## config.mk

```make
export PLATFORM = sky130hd
export DESIGN_NAME = serial_alu_seq
export DESIGN_NICKNAME = d
export VERILOG_FILES = /design/src/rtl/alu_pkg.sv /design/src/rtl/serial_alu_seq_fa.sv /design/src/rtl/serial_alu_seq.sv
export SDC_FILE = /design/constraint.sdc
export NUM_CORES = 1
export LEC_CHECK = 0
export BUFFER_PORTS_ARGS = -buffer_cell sky130_fd_sc_hd__buf_2
export CAP_MARGIN = 25
export CELL_PAD_IN_SITES_DETAIL_PLACEMENT = 0
export CELL_PAD_IN_SITES_GLOBAL_PLACEMENT = 1
export CORE_UTILIZATION = 37
export CTS_CLUSTER_SIZE = 14
export DETAILED_ROUTE_END_ITERATION = 6
export PLACE_DENSITY_LB_ADDON = 0.1
export SETUP_SLACK_MARGIN = 0.3
export SYNTH_ARGS = -nofsm -noshare
export SYNTH_HDL_FRONTEND = slang
export SYNTH_SLANG_ARGS = --single-unit
```

## constraint.sdc

```tcl
create_clock -name clk -period 1.3 [get_ports clk]
set_input_delay 0.26 -clock clk [delete_from_list [all_inputs] [get_ports clk]]
set_output_delay 0.26 -clock clk [all_outputs]
set_load 0.01 [all_outputs]
```

## src/rtl/alu_pkg.sv

```systemverilog
// Shared definitions for the bit-serial ALU path: FSM states, op encoding
// and the bit-counter sizing helper.
package alu_pkg;

    typedef enum logic [1:0] {
        S_IDLE = 2'd0,
        S_RUN  = 2'd1,
        S_DONE = 2'd2
    } state_t;

    localparam logic OP_ADD = 1'b0;
    localparam logic OP_SUB = 1'b1;

    // Counter only has to reach WIDTH-1, so clog2(WIDTH) bits suffice.
    function automatic int cnt_w(input int width);
        return $clog2(width);
    endfunction

endpackage

```

## src/rtl/serial_alu_seq_fa.sv

```systemverilog
// Existing 1-bit full-adder cell, time-shared by the serial sequencer.
module FullAdder (
    output logic s,
    output logic cout,
    input  logic a,
    input  logic b,
    input  logic cin
);

    assign s    = a ^ b ^ cin;
    assign cout = (a & b) | (cin & (a ^ b));

endmodule

```

## src/rtl/serial_alu_seq.sv

```systemverilog
// Bit-serial add/subtract: one full-adder cell walks the operands LSB first,
// one bit per cycle, with a carry flip-flop between bits.
module serial_alu_seq
    import alu_pkg::*;
#(
    parameter int WIDTH = 8
) (
    input  logic             clk,
    input  logic             rst,
    input  logic             start,
    input  logic             op,
    input  logic [WIDTH-1:0] a,
    input  logic [WIDTH-1:0] b,
    output logic             ready,
    output logic             busy,
    output logic             done,
    output logic [WIDTH-1:0] result,
    output logic             cout,
    output logic             ovf
);

    localparam int CW = cnt_w(WIDTH);

    state_t           state_q, state_d;
    logic [WIDTH-1:0] a_q, a_d, b_q, b_d;
    logic [WIDTH-1:0] sr_q, sr_d;
    logic [WIDTH-1:0] result_q, result_d;
    logic [CW-1:0]    cnt_q, cnt_d;
    logic             carry_q, carry_d;
    logic             cout_q, cout_d;
    logic             ovf_q, ovf_d;
    logic             fa_s, fa_c;
    logic             last_bit;

    FullAdder u_fa (
        .s    (fa_s),
        .cout (fa_c),
        .a    (a_q[0]),
        .b    (b_q[0]),
        .cin  (carry_q)
    );

    assign last_bit = (cnt_q == CW'(WIDTH - 1));

    always_comb begin
        state_d  = state_q;
        a_d      = a_q;
        b_d      = b_q;
        sr_d     = sr_q;
        result_d = result_q;
        cnt_d    = cnt_q;
        carry_d  = carry_q;
        cout_d   = cout_q;
        ovf_d    = ovf_q;
        case (state_q)
            S_RUN: begin
                a_d     = a_q >> 1;
                b_d     = b_q >> 1;
                sr_d    = {fa_s, sr_q[WIDTH-1:1]};
                carry_d = fa_c;
                cnt_d   = cnt_q + CW'(1);
                // Visible outputs only move once the whole word is assembled.
                if (last_bit) begin
                    result_d = {fa_s, sr_q[WIDTH-1:1]};
                    cout_d   = fa_c;
                    ovf_d    = carry_q ^ fa_c;
                    state_d  = S_DONE;
                end
            end
            default: begin
                if (start) begin
                    a_d     = a;
                    b_d     = (op == OP_SUB) ? ~b : b;
                    carry_d = (op == OP_SUB);
                    cnt_d   = '0;
                    state_d = S_RUN;
                end else begin
                    state_d = S_IDLE;
                end
            end
        endcase
    end

    always_ff @(posedge clk) begin
        if (rst) begin
            state_q  <= S_IDLE;
            a_q      <= '0;
            b_q      <= '0;
            sr_q     <= '0;
            result_q <= '0;
            cnt_q    <= '0;
            carry_q  <= 1'b0;
            cout_q   <= 1'b0;
            ovf_q    <= 1'b0;
        end else begin
            state_q  <= state_d;
            a_q      <= a_d;
            b_q      <= b_d;
            sr_q     <= sr_d;
            result_q <= result_d;
            cnt_q    <= cnt_d;
            carry_q  <= carry_d;
            cout_q   <= cout_d;
            ovf_q    <= ovf_d;
        end
    end

    assign ready  = (state_q != S_RUN);
    assign busy   = (state_q == S_RUN);
    assign done   = (state_q == S_DONE);
    assign result = result_q;
    assign cout   = cout_q;
    assign ovf    = ovf_q;

endmodule
```

==> summary.txt, run 1 <==
Status -> complete, but fails checks
Violated checks -> negative setup slack
Synth Register Bits -> 39
Mapped Cells -> 189
Slowest CP cell -> dfxtp_2
Remaining DRCs -> 0
Psw -> 0.766 mW
Clock power frac -> 31.3%
Worst-margin pin slew -> 0.359 ns
Register area -> 801 um^2
Post-DRT Antenna Nets -> 0
Arrival time of the worst setup path -> 1.09 ns
Boundary pin count -> 33
Fillcell total -> 374
Power share of the sequential group -> 48.5%
Mean post-synth cell area -> 9.17 um^2
IO Port Bufs -> 32
DP HPWL -> 2390 um
Final Non-Filler Cells -> 300
Max-cap viol count -> 0
Synth warnings -> 0
Maximum VDD drop -> 0.424 mV
Overall die height -> 70.4 um
CP Data Required Time -> 1.04 ns
Hold slack -> 0.279 ns
Largest net degree at the start of global routing -> 30
Area Growth Syn to Fin -> 60.0%
Starting Density -> 39.3%
Std cell rows -> 24
Fin. Hold Viols -> 0
Wirelength per Cell -> 16.5 um
Type of the worst min-delay path -> in2reg
Crit-path cells -> nand2b_4 -> buf_12 -> inv_12 -> buf_6
Die X -> 70.4 um
CP Max Fanout -> 3
Die area -> 0.00496 mm^2
GRT Util Overall -> 18.4%
Final core occ -> 62.8%
Gr ovfl total -> 0
Multi-input gate area -> 0.00112 mm^2
Setup violations, final -> 4
Root buffer cell -> clkbuf_8
CP Class -> reg2out
Cts bufs inserted -> 5
Clock Pin Slew Worst Setup and Hold Paths -> 0.08 ns
Area leader, netlist -> dfxtp_1
Clock Latency Late Sink -> 0.30 ns
Power Density -> 960 mW/mm^2
CP peak stage delay -> 0.33 ns
Period utilization -> 104%
Clock sink count -> 39
Final WL -> 4950 um
Final Max Slew Viols -> 0
Switching Share -> 28.8%
Final WS setup -> -0.0456 ns
Routed via count -> 1570
First-pass GRT wire length -> 6980 um
Power, Total -> 2.66 mW
Synth area leaders -> dfxtp_1 (45%), nand2_1 (8.9%), a21oi_1 (5.5%)
Startpoint Class -> register
Placed cells -> 265
Leakage -> 1.18 nW
Vias in the first global route -> 1391
Mapped cell area -> 0.00173 mm^2
Max Clk Rate -> 743 MHz
Clk buf depth -> 2
Antenna cells -> 0
Final nets -> 270
Comb power frac -> 20.2%
Vias/cell -> 5.23
Post-Place Setup Slack -> 0.0477 ns
Seq/Total Area, Yosys -> 45.1%
Crit. End Element -> output pin
Internal power -> 1.90 mW
Detailed Route Iter0 Violations -> 64
Placer Congestion -> 0.731
Top-area cell type share of the netlist area -> 45.1%
Drt first pass iters -> 4
H-tree levels -> 2
Slew headroom -> 76.1%
RSZ-0062 raised after global routing -> true
CTS tree -> yes
Core box area -> 0.00441 mm^2
Initial antenna violation count -> 0
Fin crit period -> 1.35 ns
Layout cells sized above 1 -> 65.7%
Skew final -> 0.00600 ns
Count of cell types in the netlist -> 24
Post-Syn Nets -> 212
-- cells in the mapped netlist, drive strengths merged --
library cell,instances
nor2,19
nand3b,4
nor2b,1
o21ai,1
clkbuf,1
a21oi,26
a2111oi,1
xnor2,9
a211o,7
inv,1
ha,2
a211oi,9
mux2i,9
nand2b,2
nand2,41
dfxtp,39
nor3,1
buf,14
and3b,1
fa,1
-- critical path: cells and delay by family, from the launching register on --
kind,cells,cell delay (ns)
buffers and inverters,3,0.29
DFF,1,0.33
and+or+nand+nor,1,0.17
-- metal layers --
layer / global-route usage, % / part of all wire [%] / vias up
met5: 0 / 0 / -
met4: 6.67 / 2.6 / 0
met3: 5.19 / 4.0 / 11
met2: 29.4 / 50 / 38
met1: 23.6 / 43 / 769
li1: - / - / 752
-- kinds of logic (layout without fill, tap and decap cells) --
group	after synthesis	in the layout	synth area share, %
compound gates	44	44	18.6
xor+xnor	9	9	4.55
fa+ha+maj	3	3	2.60
buf+inv	16	75	7.08
flops	39	39	45.1
mux	9	9	5.20
simple gates	69	69	16.9
-- layout by cell type (no fill, tap or decap), types with 5 or more instances in the layout --
cell	Yosys	layout
buf_4	1	12
nor2_1	19	13
dfxtp_2	0	16
a21oi_2	7	23
xnor2_1	9	9
buf_12	0	5
clkbuf_8	0	5
a211o_1	7	7
buf_2	7	20
mux2i_1	9	9
nor2_2	0	5
dfxtp_1	39	23
nand2_1	41	15
a211oi_2	1	9
nand2_4	0	13
buf_6	6	21
nand2_2	0	13
-- per-stage QoR --
stage,cell area (um^2),setup TNS (ns)
floorplan,1820,0
global route,2770,-0.591
detailed placement,2000,0
CTS,2350,-0.0418
global placement,2000,0
finish,2770,-0.108
-- power by group through the flow --
| stage | combinational (mW) | sequential (mW) | clock [mW] |
|---|---|---|---|
| after CTS | 0.393 | 1.29 | 0.852 |
| final | 0.536 | 1.29 | 0.834 |
| after detailed placement | 0.326 | 1.32 | 0 |
| after floorplan | 0.259 | 1.31 | 0 |
| after global placement | 0.316 | 1.31 | 0 |
| after global routing | 0.571 | 1.30 | 0.918 |
-- final cells by class --
cell class	instances	share of cell area [%]
multi-input combinational	134	40.4
sequential	39	28.9
timing repair buffer	64	23.4
clock buffer	5	2.48
tap	52	2.35
timing repair inverter	2	1.17
clock inverter	3	0.722
inverter	1	0.587
-- registers in the layout, summed over array words and instances (netlist names) --
| signal | count |
|---|---|
| a_q | 8 |
| b_q | 8 |
| result | 8 |
| sr_q | 7 |
| cnt_q | 3 |
| state_q | 2 |
| carry_q | 1 |
| cout | 1 |
| ovf | 1 |
-- worst paths after layout --
check                     startpoint                endpoint  slack [ns]  cells past startpoint
min                             a[7]     a_q[7]$_SDFFE_PP0P_        0.28                      3
max reg2reg    cnt_q[1]$_SDFFE_PP0P_  result[4]$_SDFFE_PP0P_       -0.03                      6
min reg2reg      b_q[4]$_SDFFE_PP0P_     b_q[3]$_SDFFE_PP0P_        0.46                      2
max          state_q[1]$_SDFFE_PP0P_                    busy       -0.05                      4
-- what timing repair did --
action	CTS	global route
hold buffers	0	0
gates cloned	3	3
buffers inserted	5	16
resized for setup	47	66
pin swaps	6	16
endpoints found under the setup margin	42	52
(Power assumes the default switching activity.)
==> inputs of run 2 (changes only) <==
SKIP_LAST_GASP = 1   (was unset)
==> run 2 against run 1 <==
The run still ends with negative setup slack left. Setup slack better by 0.018 ns. Via count is 3.4% lower. Combinational power is 6.2% lower. Final cell count is 2.7% lower. Sequential share of layout area increased by 1.0 points. Clock power is 0.5% lower. Routed wire length decreased by 5.9%. Non-clock buffer count decreased by 8. Clock skew hardly changed. Worst hold slack better by 0.043 ns. Critical path type unchanged. Critical endpoint unchanged.
==> summary.txt, run 2 (synthesis results as in run 1) <==
Max-cap viol count -> 0
Fin. Hold Viols -> 0
Root buffer cell -> clkbuf_8
Slew headroom -> 74.8%
Arrival time of the worst setup path -> 1.07 ns
Type of the worst min-delay path -> in2reg
Power share of the sequential group -> 49.2%
Violated checks -> negative setup slack
Placed cells -> 265
Remaining DRCs -> 0
Die area -> 0.00496 mm^2
Maximum VDD drop -> 0.411 mV
Switching Share -> 28.7%
Die X -> 70.4 um
GRT Util Overall -> 18.5%
Crit-path cells -> nand2b_4 -> buf_12 -> inv_12 -> buf_6
Final setup TNS -> -0.0405 ns
H-tree levels -> 2
Overall die height -> 70.4 um
Starting Density -> 39.3%
Detailed Route Iter0 Violations -> 66
Area Growth Syn to Fin -> 54.6%
Gr ovfl total -> 0
Internal power -> 1.87 mW
Placed cell area -> 0.00200 mm^2
Comb power frac -> 19.2%
Status -> complete, but fails checks
Layout cells sized above 1 -> 64.2%
R2R cell count -> 6
Boundary pin count -> 33
IO Port Bufs -> 32
Vias in the first global route -> 1396
Max Clk Rate -> 753 MHz
Startpoint Class -> register
Placer Congestion -> 0.731
Skew final -> 0.00576 ns
Levels on crit path -> 4
Drt first pass iters -> 4
Bufs and invs on worst path -> 3
Final WS setup -> -0.0277 ns
CP Class -> reg2out
Largest net degree at the start of global routing -> 30
WHS Path Cells -> 3
Period utilization -> 102%
Clock Pin Slew Worst Setup and Hold Paths -> 0.08 ns
CP peak stage delay -> 0.33 ns
CP Data Required Time -> 1.04 ns
Crit. End Element -> output pin
Final WL -> 4650 um
Most frequent cells in the layout -> a21oi_2 (23), dfxtp_1 (23), buf_2 (20), nand2_1 (18), buf_6 (17)
Family with the most delay on the worst path -> flip-flops
Power, Total -> 2.62 mW
Std cell rows -> 24
CTS tree -> yes
Antenna cells -> 0
Fillcell total -> 374
Cts hold-fix bufs -> 0
Wirelength per Cell -> 15.9 um
Clock Latency Late Sink -> 0.30 ns
Fin crit period -> 1.33 ns
Power Density -> 979 mW/mm^2
Routed via count -> 1517
Leakage -> 1.11 nW
Post-DRT Antenna Nets -> 0
First-pass GRT wire length -> 6990 um
Clock power frac -> 31.6%
Hold slack -> 0.323 ns
Initial antenna violation count -> 0
Slowest CP cell -> dfxtp_2
Clock sink count -> 39
Core box area -> 0.00441 mm^2
Setup violations, final -> 2
Final nets -> 262
Cts bufs inserted -> 5
Worst-margin pin slew -> 0.378 ns
DP HPWL -> 2390 um
Clk buf depth -> 2
Vias/cell -> 5.20
Final Max Slew Viols -> 0
Final Non-Filler Cells -> 292
Psw -> 0.752 mW
RSZ-0062 raised after global routing -> true
Design area -> 0.00268 mm^2
CP Max Fanout -> 3
[run 2: final timing paths]
path                            slack, ns                     from                      to
worst min register to register       0.46      b_q[1]$_SDFFE_PP0P_     b_q[0]$_SDFFE_PP0P_
worst min-delay path                 0.32                     a[7]     a_q[7]$_SDFFE_PP0P_
worst max-delay path                -0.03  state_q[1]$_SDFFE_PP0P_                    busy
worst max register to register       0.01    cnt_q[1]$_SDFFE_PP0P_  result[3]$_SDFFE_PP0P_
[run 2: metal layers]
layer	track usage [%]	vias to the layer above	share of wire (%)
li1	-	735	-
met1	23.5	733	45
met2	28.8	38	48
met3	5.48	11	4.8
met4	8.22	0	2.4
met5	0	-	0
[run 2: repair_timing]
| action | 4_1_cts | 5_1_grt |
|---|---|---|
| setup buffers | 5 | 8 |
| cloned | 3 | 3 |
| gates resized for setup | 44 | 59 |
| setup endpoints to repair | 42 | 52 |
| pin swaps | 6 | 16 |
[run 2: per-stage QoR]
step	setup WS, ns	util [%]
after floorplan	0.159	-
after global placement	0.0992	45.4
after detailed placement	0.0477	45.4
after CTS	-0.0356	52.9
after global routing	-0.0681	60.7
final	-0.0277	60.7
[run 2: area by class of cell]
class                           count  area, um^2  share of cell area [%]
Multi-Input combinational cell    134        1110                    41.4
Sequential cell                    39         801                    29.9
Timing Repair Buffer               56         567                    21.2
Clock buffer                        5        68.8                    2.57
Tap cell                           52        65.1                    2.43
Timing Repair inverter              2        32.5                    1.21
Clock inverter                      3        20.0                   0.747
Inverter                            1        16.3                   0.607
[run 2: power by group through the flow]
stage               Clock (mW)  Combinational, mW  Sequential, mW
finish                   0.830              0.503            1.29
global route             0.915              0.537            1.30
CTS                      0.852              0.389            1.29
detailed placement           0              0.326            1.32
global placement             0              0.316            1.31
floorplan                    0              0.259            1.31
[run 2: tightest hold or removal path, delay by kind of cell]
kind | cells | cell delay, ns
and+or+nand+nor | 1 | 0.15
muxes | 1 | 0.09
buffers and inverters | 1 | 0.08
